[src/rtl/writeback_commit_arbiter_pkg.sv]
// writeback_commit_arbiter_pkg: shared types and default sizing for the register-file writeback path
package writeback_commit_arbiter_pkg;
    localparam int NUM_WB_UNITS = 3;
    localparam int FIFO_DEPTH = 2;
    typedef logic [4:0] rs_addr_t;
    typedef struct packed {
        rs_addr_t rd;
        logic [31:0] data;
    } wb_entry_t;
    typedef logic [$clog2(NUM_WB_UNITS)-1:0] wb_unit_id_t;
endpackage

[src/rtl/writeback_commit_arbiter_fifo.sv]
// wb_fifo: single-clock FIFO of writeback entries with naturally wrapping pointers
module wb_fifo
    import writeback_commit_arbiter_pkg::*;
#(
    parameter int DEPTH = 2
) (
    input  logic                       clk,
    input  logic                       rst,
    input  logic                       push,
    input  logic                       pop,
    input  wb_entry_t                  din,
    output wb_entry_t                  dout,
    output logic                       full,
    output logic                       empty,
    output logic [$clog2(DEPTH):0]     count
);
    localparam int PW = $clog2(DEPTH);
    localparam int CW = PW + 1;
    wb_entry_t mem_q [DEPTH];
    wb_entry_t mem_d [DEPTH];
    logic [PW-1:0] wptr_q, wptr_d, rptr_q, rptr_d;
    logic [CW-1:0] count_q, count_d;
    always_comb begin
        mem_d = mem_q;
        mem_d[wptr_q] = push ? din : mem_q[wptr_q];
        wptr_d = wptr_q + PW'(push);
        rptr_d = rptr_q + PW'(pop);
        count_d = count_q + CW'(push) - CW'(pop);
    end
    always_ff @(posedge clk) begin
        mem_q <= mem_d;
        if (!rst) begin
            wptr_q <= '0;
            rptr_q <= '0;
            count_q <= '0;
        end else begin
            wptr_q <= wptr_d;
            rptr_q <= rptr_d;
            count_q <= count_d;
        end
    end
    assign dout = mem_q[rptr_q];
    assign full = count_q == CW'(DEPTH);
    assign empty = count_q == '0;
    assign count = count_q;
endmodule

[src/rtl/writeback_commit_arbiter.sv]
// writeback_commit_arbiter: round-robin serialisation of unit results onto the register-file write port
module writeback_commit_arbiter #(
    parameter int NUM_WB_UNITS = writeback_commit_arbiter_pkg::NUM_WB_UNITS,
    parameter int FIFO_DEPTH = writeback_commit_arbiter_pkg::FIFO_DEPTH
) (
    input  logic                         clk,
    input  logic                         rst,
    input  logic [NUM_WB_UNITS-1:0]      wb_valid,
    output logic [NUM_WB_UNITS-1:0]      wb_ready,
    input  logic [5*NUM_WB_UNITS-1:0]    wb_rd,
    input  logic [32*NUM_WB_UNITS-1:0]   wb_data,
    output logic [4:0]                   rd_addr,
    output logic [31:0]                  new_data,
    output logic                         commit,
    output logic                         idle
);
    import writeback_commit_arbiter_pkg::*;
    localparam int UW = $clog2(NUM_WB_UNITS);
    localparam int CW = $clog2(FIFO_DEPTH) + 1;
    wb_entry_t heads [NUM_WB_UNITS];
    logic [CW-1:0] counts [NUM_WB_UNITS];
    logic [NUM_WB_UNITS-1:0] full, empty, pop;
    logic [UW-1:0] last_grant_q, last_grant_d, grant_id, idx;
    logic grant_valid;
    wb_entry_t head;
    logic [4:0] rd_addr_q, rd_addr_d;
    logic [31:0] new_data_q, new_data_d;
    logic commit_q, commit_d;
    for (genvar g = 0; g < NUM_WB_UNITS; g++) begin : g_unit
        wb_fifo #(.DEPTH(FIFO_DEPTH)) u_fifo (
            .clk   (clk),
            .rst   (rst),
            .push  (wb_valid[g] & wb_ready[g]),
            .pop   (pop[g]),
            .din   ({wb_rd[5*g +: 5], wb_data[32*g +: 32]}),
            .dout  (heads[g]),
            .full  (full[g]),
            .empty (empty[g]),
            .count (counts[g])
        );
        assign wb_ready[g] = rst & ~full[g];
        assign pop[g] = grant_valid && grant_id == UW'(g);
    end
    // Walk the units starting just after the last winner; first non-empty one wins.
    always_comb begin
        grant_valid = 1'b0;
        grant_id = last_grant_q;
        idx = last_grant_q;
        for (int k = 0; k < NUM_WB_UNITS; k++) begin
            idx = (idx == UW'(NUM_WB_UNITS - 1)) ? '0 : idx + 1'b1;
            if (!grant_valid && !empty[idx]) begin
                grant_valid = 1'b1;
                grant_id = idx;
            end
        end
    end
    always_comb begin
        head = heads[grant_id];
        last_grant_d = grant_valid ? grant_id : last_grant_q;
        rd_addr_d = grant_valid ? head.rd : rd_addr_q;
        new_data_d = grant_valid ? head.data : new_data_q;
        commit_d = grant_valid && head.rd != '0;
    end
    always_ff @(posedge clk) begin
        if (!rst) begin
            last_grant_q <= UW'(NUM_WB_UNITS - 1);
            rd_addr_q <= '0;
            new_data_q <= '0;
            commit_q <= 1'b0;
        end else begin
            last_grant_q <= last_grant_d;
            rd_addr_q <= rd_addr_d;
            new_data_q <= new_data_d;
            commit_q <= commit_d;
        end
    end
    always_comb begin
        idle = !commit_q;
        for (int k = 0; k < NUM_WB_UNITS; k++) idle = idle && counts[k] == '0;
    end
    assign rd_addr = rd_addr_q;
    assign new_data = new_data_q;
    assign commit = commit_q;
endmodule

[config.mk]
export PLATFORM = sky130hd
export DESIGN_NAME = writeback_commit_arbiter
export DESIGN_NICKNAME = d
export VERILOG_FILES = /design/src/rtl/writeback_commit_arbiter_pkg.sv /design/src/rtl/writeback_commit_arbiter_fifo.sv /design/src/rtl/writeback_commit_arbiter.sv
export SDC_FILE = /design/constraint.sdc
export NUM_CORES = 1
export LEC_CHECK = 0
export ABC_AREA = 1
export BUFFER_PORTS_ARGS = -buffer_cell sky130_fd_sc_hd__buf_2
export CAP_MARGIN = 20
export CORE_MARGIN = 4
export CORE_UTILIZATION = 33
export CTS_BUF_LIST = sky130_fd_sc_hd__clkbuf_2 sky130_fd_sc_hd__clkbuf_4 sky130_fd_sc_hd__clkbuf_8
export CTS_CLUSTER_SIZE = 24
export DETAILED_ROUTE_END_ITERATION = 8
export PLACE_DENSITY_LB_ADDON = 0.05
export SYNTH_ARGS = -nofsm -noshare
export SYNTH_HDL_FRONTEND = slang
export SYNTH_SLANG_ARGS = --single-unit
[constraint.sdc]
create_clock -name clk -period 2.6 [get_ports clk]
set_clock_uncertainty 0.15 [all_clocks]
set_input_delay 0.78 -clock clk [delete_from_list [all_inputs] [get_ports clk]]
set_output_delay 0.78 -clock clk [all_outputs]
set_load 0.05 [all_outputs]
-- After elaboration in Yosys (flattened, before gate mapping)
Index checks and enable logic that the tools add are counted.
- register bits: 274
- input bits: 116
- logic and storage cells: 146
- $add $sub $neg: 15
- order comparisons: 13
- eq/ne operators: 8
- multiplexer cells: 48
- bitwise logic cells: 16
- reductions and logical operators: 21
- operators with widths (operator ; count):
    37-bit 2-to-1 mux ; 26
    74-bit bitwise mux ; 3
    37-bit demux with 1-bit select ; 3
    37-bit binary-select mux with 2-bit select ; 1
    2-bit equality test, second input constant ; 7
    2-bit greater-or-equal comparator, second input constant ; 6
    1-bit logical AND ; 12
    2-bit 2-to-1 mux ; 6
    1-bit inverter with 2-bit output ; 6
    2-bit by 3-bit < comparator with 1-bit output, second input constant ; 3
    2-bit zero test ; 4
    1-bit adder ; 6
    2-bit by 1-bit adder with 2-bit output ; 3
    2-bit by 1-bit adder with 2-bit output, second input constant ; 3
    1-bit bitwise AND ; 6
    1-bit binary-select mux with 2-bit select ; 3
    2-bit by 1-bit < comparator with 1-bit output, second input constant ; 3
    1-bit 2-to-1 mux ; 6
    2-bit by 1-bit subtractor with 2-bit output ; 3
    5-bit nonzero test ; 1
    1-bit zero test ; 4
    3-bit greater-or-equal comparator, second input constant ; 1
    1-bit inverter ; 3
    2-bit inverter with 3-bit output ; 1
    2-bit by 1-bit equality test with 1-bit output, second input constant ; 1

-- Depth between registers and ports, before layout
- word-level depth: 18
- gate-level depth with buffers: 18
- mapped depth without buffers: 17

-- By module
Synthesis repeated with hierarchy kept, for this count alone.
- cell total of the unflattened synthesis: 1249
- area, all modules: 13356.6 um^2
- modules (own cells, without submodules) (module ; times used ; cells each ; area an instance (um^2) ; sequential area each (um^2)):
    wb_fifo ; 3 ; 307 ; 3637.2 ; 2302.2
    writeback_commit_arbiter ; 1 ; 328 ; 2444.8 ; 800.8

-- Worst setup path before layout
No wires, ideal clock.
- kind: input port to flip-flop
- start: input rst
- end: register g_unit[0].u_fifo.count_q[1]
- arrival time: 3422 ps
- data required time: 2330 ps
- slack: -1092 ps
- stages: 11
- path buffers: 2
- cells stage by stage: clkinv_1 -> a21oi_1 -> nand2_1 -> clkbuf_1 -> buf_1 -> ha_1 -> inv_1 -> ha_1 -> xor2_1 -> o21ai_0 -> a21oi_1
- longest elaborated chain between the ends: 4
- ends and longest elaborated chain (element ; line ; source):
    from (decl) ; writeback_commit_arbiter.sv:7 ; input logic rst,
    1-bit bitwise AND ; writeback_commit_arbiter.sv:41 ; assign wb_ready[g] = rst & ~full[g];
    named net wb_ready[0] ; writeback_commit_arbiter.sv:9 ; output logic [NUM_WB_UNITS-1:0] wb_ready,
    1-bit bitwise AND ; writeback_commit_arbiter.sv:33 ; .push (wb_valid[g] & wb_ready[g]),
    2-bit by 1-bit adder with 2-bit output ; writeback_commit_arbiter_fifo.sv:28 ; count_d = count_q + CW'(push) - CW'(pop);
    2-bit by 1-bit subtractor with 2-bit output ; writeback_commit_arbiter_fifo.sv:28 ;
    to (signal assigned) ; writeback_commit_arbiter_fifo.sv:39 ; count_q <= count_d;
    to (decl) ; writeback_commit_arbiter_fifo.sv:22 ; logic [CW-1:0] count_q, count_d;
The timed path passes the listed nets, and every way through them passes these cells.
A chain may end at the register's enable or synchronous reset.

-- Worst setup path in the final report
- start: input rst
- end: output wb_ready[0]
- longest elaborated chain between the ends: 1
- ends and longest elaborated chain (element ; line):
    1-bit bitwise AND ; writeback_commit_arbiter.sv:41
    to (decl) ; writeback_commit_arbiter.sv:9
No other way between the ends.

==> impl_metrics.py <==
metrics = {
    "outcome": {
        "status": "finished, final reports clean",
    },
    "drt": {
        "drt-initial-drc-count": 725,
        "drt-vias-per-instance": 4.99,
        "drtAntennaViolNets": 0,
        "wl_per_cell_um": 19.9,
        "vias": 10474,
        "finalWirelength_um": 41700,
        "drc": 0,
        "drtPass1Iterations": 5,
    },
    "critical_path": {
        "crit_path_cell_trace": "buf_2 -> clkinv_16 -> a21oi_4 -> clkbuf_4",
        "r2r-end": "g_unit[0].u_fifo.count[1]",
        "r2r-start": "g_unit[0].u_fifo.count[0]",
        "crit_path_end_kind": "output pin",
        "crit_path_max_incr_delay_ns": 0.28,
        "cp_data_arrival_time_ns": 1.59,
        "start_kind": "input port",
        "r2r_cells": 17,
        "criticalPathCategory": "in -> out",
        "cp.required_ns": 1.67,
        "crit_start": "rst",
        "cp_max_fo": 7,
        "ff2ff_setup_slack_ns": 0.11,
        "slowest_stage": "clkbuf_4",
    },
    "clocking": {
        "root_buffer": "clkbuf_8",
        "clkTransAtPathRegs_ns": 0.05,
        "ctsHoldBuffers": 0,
        "numClockSinks": 274,
        "clk_latency_ns": 0.62,
        "cts_tree": "done",
        "cts.path.max_buffers": 3,
        "cts.htree.levels": 2,
        "cts_buffers": 51,
    },
    "timing": {
        "worstMarginPinSlew_ns": 0.919,
        "finalHoldViolCount": 0,
        "rsz0062_at_grt": "true",
        "hold_ws_ns": 0.399,
        "post-route-period-util_pct": 97.0,
        "max_slew_margin_pct": 38.7,
        "finalWorstSetupSlack_ns": 0.0769,
        "min_period_ns": 2.52,
        "fmax_ghz": 0.396,
        "setup_violations": 0,
        "slew_violations": 0,
    },
    "power": {
        "p_per_area_nw_per_um2": 1410,
        "ir_drop_v": 0.000708,
        "power_leakage_nw": 6.54,
    },
    "layout": {
        "n_antenna_cell": 0,
        "nets": 1664,
        "fin_cells": 2100,
        "final_area_um2": 16000,
        "drive_gt1_share_pct": 27.6,
        "syn2layout_area_growth_pct": 23.4,
    },
    "place": {
        "gp_congestion": 0.776,
        "portBuffers": 157,
        "dpl.cell_count": 1998,
        "placed_cell_area_um2": 14800,
        "dp_hpwl_um": 28400,
        "pre_cts_slack_ns": 0.0389,
    },
    "synthesis": {
        "synthTopCellsByArea": "edfxtp_1, nand2_1, dfxtp_1",
        "synth.distinct_cells": 37,
        "postSynth.asyncResetShare_pct": 0,
        "netlist.area_leader.share_pct": 51.3,
        "syn_area_per_cell_um2": 9.64,
        "synthCells": 1348,
        "synth_seq_cells": 274,
        "yosys.area.top_type": "edfxtp_1",
        "synth_seq_area_share_pct": 59.3,
        "synth_flop_cell": "edfxtp_1",
        "netlist_area_um2": 13000,
        "synth-edff-count": 222,
        "syn_nets": 1470,
        "yosysWarnings": 0,
    },
    "floorplan": {
        "ios": 158,
        "die_width_um": 206,
        "die_y_um": 206,
        "std_cell_rows": 72,
        "start_util_pct": 33.5,
        "die_area_um2": 42600,
        "core_um2": 38800,
    },
    "grt": {
        "grt_max_degree": 77,
        "grt_pass1_vias": 10108,
        "grt_first_pass_wirelength_um": 61900,
        "antenna_found_initial": 0,
        "grtUsageTotal_pct": 19.2,
        "gr-total-overflow": 0,
    },
    "worst_hold_path": {
        "hold_class": "reg -> reg",
        "hp-start": "g_unit[0].u_fifo.count[1]",
        "min_to": "g_unit[0].u_fifo.count[1]",
        "worstHoldPathCells": 2,
    },
    "run": {
        "cap_violations": 0,
    },
}
==> through the flow <==
step	setup TNS, ns	util, %	total power [mW]
6_report	0	41.3	22.7
2_1_floorplan	-0.236	-	13.9
3_3_place_gp	0	38.2	18.3
5_1_grt	-0.0578	41.3	24.3
4_1_cts	0	41.0	22.8
3_5_place_dp	0	38.2	18.3
==> report_power, final <==
group / total [mW] / switching, mW / leakage (nW) / internal [mW]
clock network: 4.22 / 1.81 / 0.558 / 2.42
logic: 11.3 / 7.40 / 3.39 / 3.87
registers: 7.18 / 0.694 / 2.59 / 6.48
==> placed cells by master (no fill, tap or decap), types with 2 or more instances in the layout <==
| cell | count |
|---|---|
| clkinv_1 | 5 |
| a21oi_1 | 15 |
| o21ai_1 | 5 |
| clkbuf_8 | 57 |
| xor2_1 | 2 |
| dfxtp_2 | 9 |
| inv_1 | 20 |
| nor2_4 | 4 |
| clkbuf_4 | 32 |
| nor2_8 | 3 |
| o21ai_0 | 40 |
| edfxtp_1 | 222 |
| ha_4 | 4 |
| inv_4 | 4 |
| mux2i_1 | 22 |
| nand2_2 | 17 |
| nand2_1 | 415 |
| buf_12 | 14 |
| dfxtp_1 | 43 |
| inv_2 | 9 |
| o211ai_1 | 29 |
| buf_2 | 153 |
| nand3_4 | 4 |
| a31oi_1 | 130 |
| buf_4 | 58 |
| nand3_1 | 70 |
| buf_6 | 3 |
| or2_2 | 32 |
| a21oi_4 | 3 |
| nand3_2 | 5 |
| nor2_1 | 125 |
| nand2_4 | 7 |
| o211ai_2 | 10 |
==> worst max-delay path: cells and delay by family <==
family,cells,cell delay (ns)
AO/OA/AOI/OAI,1,0.21
buffers and inverters,3,0.59
==> registers in the layout, indices dropped and copies added, names as in the netlist <==
register and flops:
commit 1, g_unit.u_fifo.count 6, g_unit.u_fifo.mem_q 222, g_unit.u_fifo.rptr_q 3
g_unit.u_fifo.wptr_q 3, last_grant_q 2, new_data 32, rd_addr 5
==> cells in the mapped netlist, types with 4 or more instances <==
| master | number |
|---|---|
| buf_2 | 10 |
| o211ai_2 | 10 |
| dfxtp_1 | 52 |
| nand2_4 | 4 |
| edfxtp_1 | 222 |
| a31oi_1 | 130 |
| inv_2 | 5 |
| clkbuf_1 | 71 |
| nand3_2 | 5 |
| nand3_1 | 70 |
| a21oi_1 | 18 |
| ha_1 | 6 |
| mux2i_1 | 22 |
| nand2_2 | 10 |
| o21ai_0 | 43 |
| nor2_1 | 127 |
| inv_1 | 26 |
| o211ai_1 | 29 |
| nand2_1 | 425 |
| or2_2 | 32 |
==> timing repair <==
item	CTS	global route
gates resized for setup	8	29
pin swaps	3	12
cloned	0	1
setup endpoints to repair	1	5
setup buffers	4	4
==> metal layers <==
metal / track usage [%] / vias to the layer above / routed length, µm
li1: - / 5105 / -
met3: 4.05 / 49 / 2430
met1: 28.4 / 5026 / 20100
met2: 29.1 / 294 / 18600
met4: 4.11 / 0 / 631
met5: 0 / - / 0
==> area by class of cell <==
cell class              instances  area, µm²
multi-input cells             949       4930
clock inverters                 6       27.5
inverters                      36        176
flip-flops and latches        274       7720
repair buffers                230       1530
well taps                     518        648
fillers                      3826      22800
clock buffers                  87       1010
==> cells by family after synthesis <==
group,after synthesis,synth area share [%]
and+or+nand+nor,684,22.6
DFF,274,59.3
AOI/OAI and AO/OA,233,11.4
buffers and inverters,126,4.25
muxes,22,1.69
adders and majority gates,6,0.577
xor gates and xnor gates,3,0.202
==> worst max-delay path by stage <==
stage / to / slack (ns)
final: wb_ready[0] / 0.08
after global routing: g_unit[0].u_fifo.count[1] / -0.04
after floorplan: g_unit[0].u_fifo.count[1] / -0.14
after detailed placement: g_unit[0].u_fifo.count[1] / 0.04
after CTS: idle / 0.01
after global placement: g_unit[0].u_fifo.count[1] / 0.05
Power figures use the tool's default switching activity.
